## config.mk

```make
export PLATFORM = sky130hd
export DESIGN_NAME = gpu_command_dispatch
export DESIGN_NICKNAME = d
export VERILOG_FILES = /design/src/rtl/gpu_cmd_pkg.sv /design/src/rtl/ram_block_addr_tracker.sv /design/src/rtl/gpu_command_dispatch.sv
export SDC_FILE = /design/constraint.sdc
export NUM_CORES = 1
export LEC_CHECK = 0
export ABC_AREA = 1
export BUFFER_PORTS_ARGS = -buffer_cell sky130_fd_sc_hd__buf_2
export CAP_MARGIN = 20
export CORE_MARGIN = 4
export CORE_UTILIZATION = 54
export CTS_CLUSTER_DIAMETER = 50
export DETAILED_ROUTE_END_ITERATION = 7
export PLACE_DENSITY = 0.8
export SYNTH_ARGS = -nofsm -noshare
export SYNTH_HDL_FRONTEND = slang
export SYNTH_SLANG_ARGS = --single-unit
```

## constraint.sdc

```tcl
create_clock -name pipelineClk -period 2.15 [get_ports pipelineClk]
set_input_delay 0.43 -clock pipelineClk [delete_from_list [all_inputs] [get_ports pipelineClk]]
set_output_delay 0.43 -clock pipelineClk [all_outputs]
set_load 0.01 [all_outputs]
```

## src/rtl/gpu_cmd_pkg.sv

```systemverilog
// Shared command-word encoding for the GPU command control path (buffer, interface, dispatch).
package gpu_cmd_pkg;

    localparam logic [1:0] CMD_RESET = 2'b00;
    localparam logic [1:0] CMD_READ  = 2'b01;
    localparam logic [1:0] CMD_WRITE = 2'b10;
    localparam logic [1:0] CMD_RSVD  = 2'b11;

    localparam logic [2:0] TGT_ALL   = 3'b000;
    localparam logic [2:0] TGT_HDR   = 3'b001;
    localparam logic [2:0] TGT_RAM   = 3'b010;
    localparam logic [2:0] TGT_PAL   = 3'b011;
    localparam logic [2:0] TGT_FLASH = 3'b100;

    localparam int unsigned TYPE_MSB      = 15;
    localparam int unsigned TYPE_LSB      = 14;
    localparam int unsigned TGT_MSB       = 13;
    localparam int unsigned TGT_LSB       = 11;
    localparam int unsigned LAYER_ALL_BIT = 5;
    localparam int unsigned LAYER_MSB     = 4;
    localparam int unsigned LAYER_LSB     = 0;
    localparam int unsigned SEL_MSB       = 10;
    localparam int unsigned SEL_LSB       = 6;
    localparam int unsigned RAM_ID_MSB    = 10;
    localparam int unsigned RAM_ID_LSB    = 3;

    typedef enum logic [1:0] {
        StIdle,
        StBcast,
        StRdWait
    } dispState_e;

    // Reserved type, reserved target, or read/write aimed at a clear-only target.
    function automatic logic cmdIsInvalid(input logic [15:0] cmd);
        logic [1:0] cmdType;
        logic [2:0] cmdTgt;
        cmdType = cmd[TYPE_MSB:TYPE_LSB];
        cmdTgt  = cmd[TGT_MSB:TGT_LSB];
        return (cmdType == CMD_RSVD) || (cmdTgt > TGT_FLASH) ||
               ((cmdType != CMD_RESET) && ((cmdTgt == TGT_ALL) || (cmdTgt == TGT_FLASH)));
    endfunction

endpackage

```

## src/rtl/ram_block_addr_tracker.sv

```systemverilog
// Tracks repeated RAM commands: identical consecutive RAM accesses walk through the
// block offset, anything else restarts at offset 0.
module ram_block_addr_tracker #(
    parameter int unsigned LAYER_BLOCK_W = 10
) (
    input  logic                     pipelineClk,
    input  logic                     rst,
    input  logic                     cmdAccept,
    input  logic                     isRamAccess,
    input  logic [15:0]              command,
    output logic [LAYER_BLOCK_W-1:0] offsetNext
);

    logic [15:0]              lastCmdQ;
    logic                     lastValidQ;
    logic [LAYER_BLOCK_W-1:0] offsetQ;

    // Natural overflow of the offset gives the wrap without touching the layer ID.
    always_comb begin
        offsetNext = '0;
        if (lastValidQ && (command == lastCmdQ)) begin
            offsetNext = offsetQ + 1'b1;
        end
    end

    always_ff @(posedge pipelineClk or negedge rst) begin
        if (!rst) begin
            lastCmdQ   <= '0;
            lastValidQ <= 1'b0;
            offsetQ    <= '0;
        end else if (cmdAccept) begin
            if (isRamAccess) begin
                lastCmdQ   <= command;
                lastValidQ <= 1'b1;
                offsetQ    <= offsetNext;
            end else begin
                lastValidQ <= 1'b0;
            end
        end
    end

endmodule

```

## src/rtl/gpu_command_dispatch.sv

```systemverilog
// Dispatches decoded commands to the GPU memories: single/broadcast writes, RAM block
// transfers, reads with timeout and clear strobes.
module gpu_command_dispatch
    import gpu_cmd_pkg::*;
#(
    parameter int unsigned LAYER_BLOCK_W = 10,
    parameter int unsigned NUM_LAYERS    = 32,
    parameter int unsigned RD_TIMEOUT    = 15
) (
    input  logic                     pipelineClk,
    input  logic                     rst,
    input  logic                     cmdValid,
    input  logic [15:0]              gpuCommand,
    input  logic [15:0]              gpuData,
    output logic                     gpuBusy,
    output logic                     hdrWe,
    output logic [7:0]               hdrAddr,
    output logic                     palWe,
    output logic [9:0]               palAddr,
    output logic                     ramWe,
    output logic [LAYER_BLOCK_W+7:0] ramAddr,
    output logic [15:0]              memWdata,
    output logic                     rdReq,
    output logic [2:0]               rdTarget,
    output logic [LAYER_BLOCK_W+7:0] rdAddr,
    input  logic                     rdAck,
    input  logic [15:0]              rdData,
    output logic [15:0]              dataFromGpu,
    output logic [3:0]               memClear,
    output logic                     cmdErr
);

    localparam int unsigned RAM_ADDR_W = LAYER_BLOCK_W + 8;
    localparam int unsigned TIMER_W    = $clog2(RD_TIMEOUT);
    localparam logic [TIMER_W-1:0] TIMER_LAST = TIMER_W'(RD_TIMEOUT - 1);
    localparam logic [4:0] LAYER_LAST = 5'(NUM_LAYERS - 1);

    dispState_e stateQ, stateD;
    logic [4:0]         layerCntQ, layerCntD;
    logic [TIMER_W-1:0] timerQ, timerD;
    logic               bcastPalQ, bcastPalD;
    logic [4:0]         bcastSelQ, bcastSelD;

    logic                  gpuBusyD, hdrWeD, palWeD, ramWeD, rdReqD, cmdErrD;
    logic [7:0]            hdrAddrD;
    logic [9:0]            palAddrD;
    logic [RAM_ADDR_W-1:0] ramAddrD, rdAddrD;
    logic [15:0]           memWdataD, dataFromGpuD;
    logic [2:0]            rdTargetD;
    logic [3:0]            memClearD;

    logic [1:0]  cmdType;
    logic [2:0]  cmdTgt;
    logic [4:0]  cmdLayer;
    logic [4:0]  cmdSel;
    logic        cmdBcast;
    logic        cmdBad;
    logic        accept;
    logic        isRamAccess;
    logic [LAYER_BLOCK_W-1:0] offsetNext;
    logic [RAM_ADDR_W-1:0]    ramCmdAddr;

    assign cmdType     = gpuCommand[TYPE_MSB:TYPE_LSB];
    assign cmdTgt      = gpuCommand[TGT_MSB:TGT_LSB];
    assign cmdLayer    = gpuCommand[LAYER_MSB:LAYER_LSB];
    assign cmdSel      = gpuCommand[SEL_MSB:SEL_LSB];
    assign cmdBcast    = gpuCommand[LAYER_ALL_BIT];
    assign cmdBad      = cmdIsInvalid(gpuCommand);
    assign accept      = cmdValid && !gpuBusy && (stateQ == StIdle);
    assign isRamAccess = !cmdBad && (cmdTgt == TGT_RAM) &&
                         ((cmdType == CMD_READ) || (cmdType == CMD_WRITE));
    assign ramCmdAddr  = {gpuCommand[RAM_ID_MSB:RAM_ID_LSB], offsetNext};

    ram_block_addr_tracker #(
        .LAYER_BLOCK_W(LAYER_BLOCK_W)
    ) uTracker (
        .pipelineClk(pipelineClk),
        .rst        (rst),
        .cmdAccept  (accept),
        .isRamAccess(isRamAccess),
        .command    (gpuCommand),
        .offsetNext (offsetNext)
    );

    always_comb begin
        stateD       = stateQ;
        layerCntD    = layerCntQ;
        timerD       = timerQ;
        bcastPalD    = bcastPalQ;
        bcastSelD    = bcastSelQ;
        hdrWeD       = 1'b0;
        palWeD       = 1'b0;
        ramWeD       = 1'b0;
        memClearD    = 4'b0000;
        cmdErrD      = 1'b0;
        hdrAddrD     = hdrAddr;
        palAddrD     = palAddr;
        ramAddrD     = ramAddr;
        memWdataD    = memWdata;
        rdReqD       = rdReq;
        rdTargetD    = rdTarget;
        rdAddrD      = rdAddr;
        dataFromGpuD = dataFromGpu;

        unique case (stateQ)
            StIdle: begin
                if (accept && cmdBad) begin
                    cmdErrD = 1'b1;
                end else if (accept) begin
                    unique case (cmdType)
                        CMD_RESET: begin
                            memClearD = (cmdTgt == TGT_ALL) ? 4'b1111
                                                            : 4'b0001 << (cmdTgt - 3'd1);
                        end
                        CMD_WRITE: begin
                            memWdataD = gpuData;
                            if (cmdTgt == TGT_RAM) begin
                                ramWeD   = 1'b1;
                                ramAddrD = ramCmdAddr;
                            end else begin
                                // Broadcast emits layer 0 now, the rest from StBcast.
                                if (cmdTgt == TGT_HDR) begin
                                    hdrWeD   = 1'b1;
                                    hdrAddrD = {cmdBcast ? 5'd0 : cmdLayer, cmdSel[2:0]};
                                end else begin
                                    palWeD   = 1'b1;
                                    palAddrD = {cmdBcast ? 5'd0 : cmdLayer, cmdSel};
                                end
                                if (cmdBcast) begin
                                    stateD    = StBcast;
                                    layerCntD = 5'd1;
                                    bcastPalD = (cmdTgt == TGT_PAL);
                                    bcastSelD = cmdSel;
                                end
                            end
                        end
                        CMD_READ: begin
                            stateD    = StRdWait;
                            timerD    = '0;
                            rdReqD    = 1'b1;
                            rdTargetD = cmdTgt;
                            if (cmdTgt == TGT_HDR) begin
                                rdAddrD = {{(RAM_ADDR_W-8){1'b0}}, cmdLayer, cmdSel[2:0]};
                            end else if (cmdTgt == TGT_PAL) begin
                                rdAddrD = {{(RAM_ADDR_W-10){1'b0}}, cmdLayer, cmdSel};
                            end else begin
                                rdAddrD = ramCmdAddr;
                            end
                        end
                        default: ;
                    endcase
                end
            end
            StBcast: begin
                if (bcastPalQ) begin
                    palWeD   = 1'b1;
                    palAddrD = {layerCntQ, bcastSelQ};
                end else begin
                    hdrWeD   = 1'b1;
                    hdrAddrD = {layerCntQ, bcastSelQ[2:0]};
                end
                if (layerCntQ == LAYER_LAST) begin
                    stateD = StIdle;
                end else begin
                    layerCntD = layerCntQ + 5'd1;
                end
            end
            StRdWait: begin
                if (rdAck) begin
                    dataFromGpuD = rdData;
                    rdReqD       = 1'b0;
                    stateD       = StIdle;
                end else if (timerQ == TIMER_LAST) begin
                    dataFromGpuD = 16'hDEAD;
                    cmdErrD      = 1'b1;
                    rdReqD       = 1'b0;
                    stateD       = StIdle;
                end else begin
                    timerD = timerQ + 1'b1;
                end
            end
            default: stateD = StIdle;
        endcase

        gpuBusyD = (stateQ != StIdle) || (stateD != StIdle);
    end

    always_ff @(posedge pipelineClk or negedge rst) begin
        if (!rst) begin
            stateQ      <= StIdle;
            layerCntQ   <= '0;
            timerQ      <= '0;
            bcastPalQ   <= 1'b0;
            bcastSelQ   <= '0;
            gpuBusy     <= 1'b0;
            hdrWe       <= 1'b0;
            palWe       <= 1'b0;
            ramWe       <= 1'b0;
            hdrAddr     <= '0;
            palAddr     <= '0;
            ramAddr     <= '0;
            memWdata    <= '0;
            rdReq       <= 1'b0;
            rdTarget    <= '0;
            rdAddr      <= '0;
            dataFromGpu <= '0;
            memClear    <= '0;
            cmdErr      <= 1'b0;
        end else begin
            stateQ      <= stateD;
            layerCntQ   <= layerCntD;
            timerQ      <= timerD;
            bcastPalQ   <= bcastPalD;
            bcastSelQ   <= bcastSelD;
            gpuBusy     <= gpuBusyD;
            hdrWe       <= hdrWeD;
            palWe       <= palWeD;
            ramWe       <= ramWeD;
            hdrAddr     <= hdrAddrD;
            palAddr     <= palAddrD;
            ramAddr     <= ramAddrD;
            memWdata    <= memWdataD;
            rdReq       <= rdReqD;
            rdTarget    <= rdTargetD;
            rdAddr      <= rdAddrD;
            dataFromGpu <= dataFromGpuD;
            memClear    <= memClearD;
            cmdErr      <= cmdErrD;
        end
    end

endmodule

```

==> flow_metrics.env <==
export IMPL_status="completed"
export IMPL_area_growth_pct=25.8
export IMPL_crit_path_end_kind="flop"
export IMPL_synthCells=748
export IMPL_ys_warn_count=0
export IMPL_path_class="flop to flop"
export IMPL_dp_cells=1041
export IMPL_routed_wl_mm=16.3
export IMPL_p_per_area_nw_per_um2=1040
export IMPL_hold_path_class="input pin to flop"
export IMPL_layout_commonest_cell="nand2_1"
export IMPL_grt_ovfl_total=0
export IMPL_postSynth_asyncResetShare_pct=100
export IMPL_yosys_area_share_adder_pct=1.74
export IMPL_finalNonFillerCells=1074
export IMPL_clock_path_buffers=2
export IMPL_place_port_buffers=150
export IMPL_synth_top_family_by_area="simple AND/OR/NAND/NOR gates"
export IMPL_cts_sinks=143
export IMPL_ir_drop_v=0.000604
export IMPL_placed_cell_area_sq_um=7480
export IMPL_vias=5619
export IMPL_cts_tree="done"
export IMPL_cts_made_buffers=17
export IMPL_fin_crit_ns=1.89
export IMPL_grtUsageTotal_pct=24.4
export IMPL_wire_per_inst_um=15.2
export IMPL_nFillCells=924
export IMPL_synth_ff_type="dfrtp_1"
export IMPL_drc=0
export IMPL_worst_ep_arrival_time_ns=2.22
export IMPL_initial_core_util_pct=55.9
export IMPL_cts_htree_levels=4
export IMPL_diodes=0
export IMPL_path_max_fanout=11
export IMPL_stdcell_area_sq_um=8130
export IMPL_synth_nets=809
export IMPL_place_congestion=0.916
export IMPL_grt_pass1_wl_mm=27.1
export IMPL_grt_pass1_vias=5330
export IMPL_postRouteAntennaNets=0
export IMPL_setup_viol=0
export IMPL_ios=151
export IMPL_synth_compound_area_share_pct=12.0
export IMPL_layout_common_cells="249 x nand2_1, 149 x buf_2, 143 x dfrtp_1"
export IMPL_core_area_sq_um=11600
export IMPL_clock_root_buffer="clkbuf_16"
export IMPL_antenna_found_initial=0
export IMPL_max_slew_worst_pin_slew_ns=0.412
export IMPL_synth_largest_area_cell="dfrtp_1"
export IMPL_yosysSeqAreaShare_pct=55.4
export IMPL_final_core_util_pct=70.3
export IMPL_hold_viol=0
export IMPL_num_rows=39
export IMPL_synth_area_top_cells="dfrtp_1 55%, nand2_1 14%, o21ai_0 5.0%"
export IMPL_drv_slew=0
export IMPL_tns_ns=0
export IMPL_rsz0062_at_grt="no"
export IMPL_yosys_cell_types_count=36
export IMPL_layout_drive_gt1_share_pct=24.8
export IMPL_clk_pin_slew_ns=0.06
export IMPL_p_leak_nw=4.44
export IMPL_synth_simple_area_share_pct=22.7
export IMPL_ctsResizeCount=0
export IMPL_clock_skew_ns=0.00901
export IMPL_drt_iter0_markers=545
export IMPL_die_w_um=117
export IMPL_vias_per_cell=5.23
export IMPL_synth_mux_area_fraction_pct=0
export IMPL_layout_worst_path_cycle_share_pct=87.8
export IMPL_synth_top_cell_area_share_pct=55.4
export IMPL_cp_start_kind="flop"
export IMPL_fin_nets=979
export IMPL_grt_max_degree=44
export IMPL_path_common_cell="nor2_1"
export IMPL_post_dp_hpwl_mm=11.7
export IMPL_synth_seq_cells=143
export IMPL_critical_path_cell_chain="nor2_1, nand2_1, nor2_8, nand2_2, clkinv_1, buf_4, nor2_1, a21oi_1"
export IMPL_synth_xor_area_share_pct=1.49
export IMPL_crit_required_ns=2.48
export IMPL_synth_area_sq_um=6460
export IMPL_drv_cap=0
export IMPL_clk_latency_ns=0.42
export IMPL_die_y_um=117
export IMPL_cpPeakStageDelay_ns=0.39
export IMPL_max_slew_margin_rel_pct=72.5
export IMPL_first_pass_iters=5
export IMPL_crit_path_top_delay_cell="dfrtp_1"
export IMPL_fmax_mhz=530
export IMPL_postSynthAreaPerCell_sq_um=8.64
export IMPL_die_area_sq_um=13800
export IMPL_synth_edf_count=0
[cell type report]
| cell class | instances | area, sq um | area share (%) |
|---|---|---|---|
| clock buffer | 19 | 453 | 5.57 |
| multi-input combinational | 501 | 2450 | 30.2 |
| timing repair buffer | 176 | 980 | 12.1 |
| sequential | 143 | 3580 | 44.0 |
| tap | 143 | 179 | 2.20 |
| clock inverter | 13 | 185 | 2.28 |
| inverter | 79 | 298 | 3.66 |
[logic make-up after synthesis]
kind of cell | count (synthesis)
XOR/XNOR | 11
AO/OA/AOI/OAI | 127
buffers and inverters | 104
adder cells (fa/ha/maj) | 9
flip-flops | 143
AND/OR/NAND/NOR | 354
[per-layer routing]
layer	GRT usage (%)	part of all wire, %
met3	5.63	7.1
met4	9.46	1.7
met1	33.9	44
met5	0	0
met2	37.5	47
[through the flow]
step	hold slack (ns)	worst slack [ns]	total power (W)
after floorplan	0.134	0.236	0.00452
after global placement	0.377	0.108	0.00527
after detailed placement	0.373	0.0366	0.00534
after CTS	0.187	0.268	0.00850
after global routing	0.198	0.0989	0.00888
final	0.197	0.263	0.00843
[registers in the layout (all words and copies together), names as in the netlist, 5 cells and up]
register           count
ramAddr               18
rdAddr                18
dataFromGpu           16
memWdata              16
uTracker.lastCmdQ     16
palAddr               10
uTracker.offsetQ      10
hdrAddr                8
bcastSelQ              5
layerCntQ              5
[Yosys cell counts (3+ instances only)]
cell type,n
nand3_1,36
dfrtp_1,143
buf_6,4
o31ai_1,13
or2_2,3
o22a_1,11
xnor2_1,3
clkbuf_1,16
nand2_2,4
nor2_2,3
nand4_1,6
o21ai_0,64
inv_1,75
nand2_1,249
nor2_1,46
ha_1,9
a21oi_1,15
buf_2,5
xor2_1,8
o21ai_2,6
a22o_1,5
o22ai_1,6
[where the power goes]
| group | total (W) | switching, W | internal (W) |
|---|---|---|---|
| clock | 0.00313 | 0.00113 | 0.00201 |
| sequential | 0.00359 | 0.000331 | 0.00326 |
| combinational | 0.00171 | 0.000967 | 0.000741 |
| total | 0.00843 | 0.00243 | 0.00601 |
[critical path, delay by kind of cell, from the launching register on]
kind / cells / cell delay, ns
compound gates: 1 / 0.17
simple gates: 5 / 0.96
buf+inv: 2 / 0.27
flops: 1 / 0.39
[final timing paths]
path	cells after the start	endpoint	startpoint	slack, ns
max	8	rdAddr[5]$_DFFE_PN0P_	stateQ[0]$_DFF_PN0_	0.26
min	3	memWdata[5]$_DFFE_PN0P_	gpuData[5]	0.20
max reg2reg	8	rdAddr[5]$_DFFE_PN0P_	stateQ[0]$_DFF_PN0_	0.26
min reg2reg	2	memWdata[14]$_DFFE_PN0P_	memWdata[14]$_DFFE_PN0P_	0.47
max in group asynchronous	3	ramAddr[3]$_DFFE_PN0P_	rst	0.96
min in group asynchronous	2	hdrWe$_DFF_PN0_	rst	0.49
[what timing repair did]
item	CTS	global route
buffers inserted	0	0
hold buffers	1	0
hold endpoints to repair	40	0
Note: power is estimated with default switching activity, not from simulation.
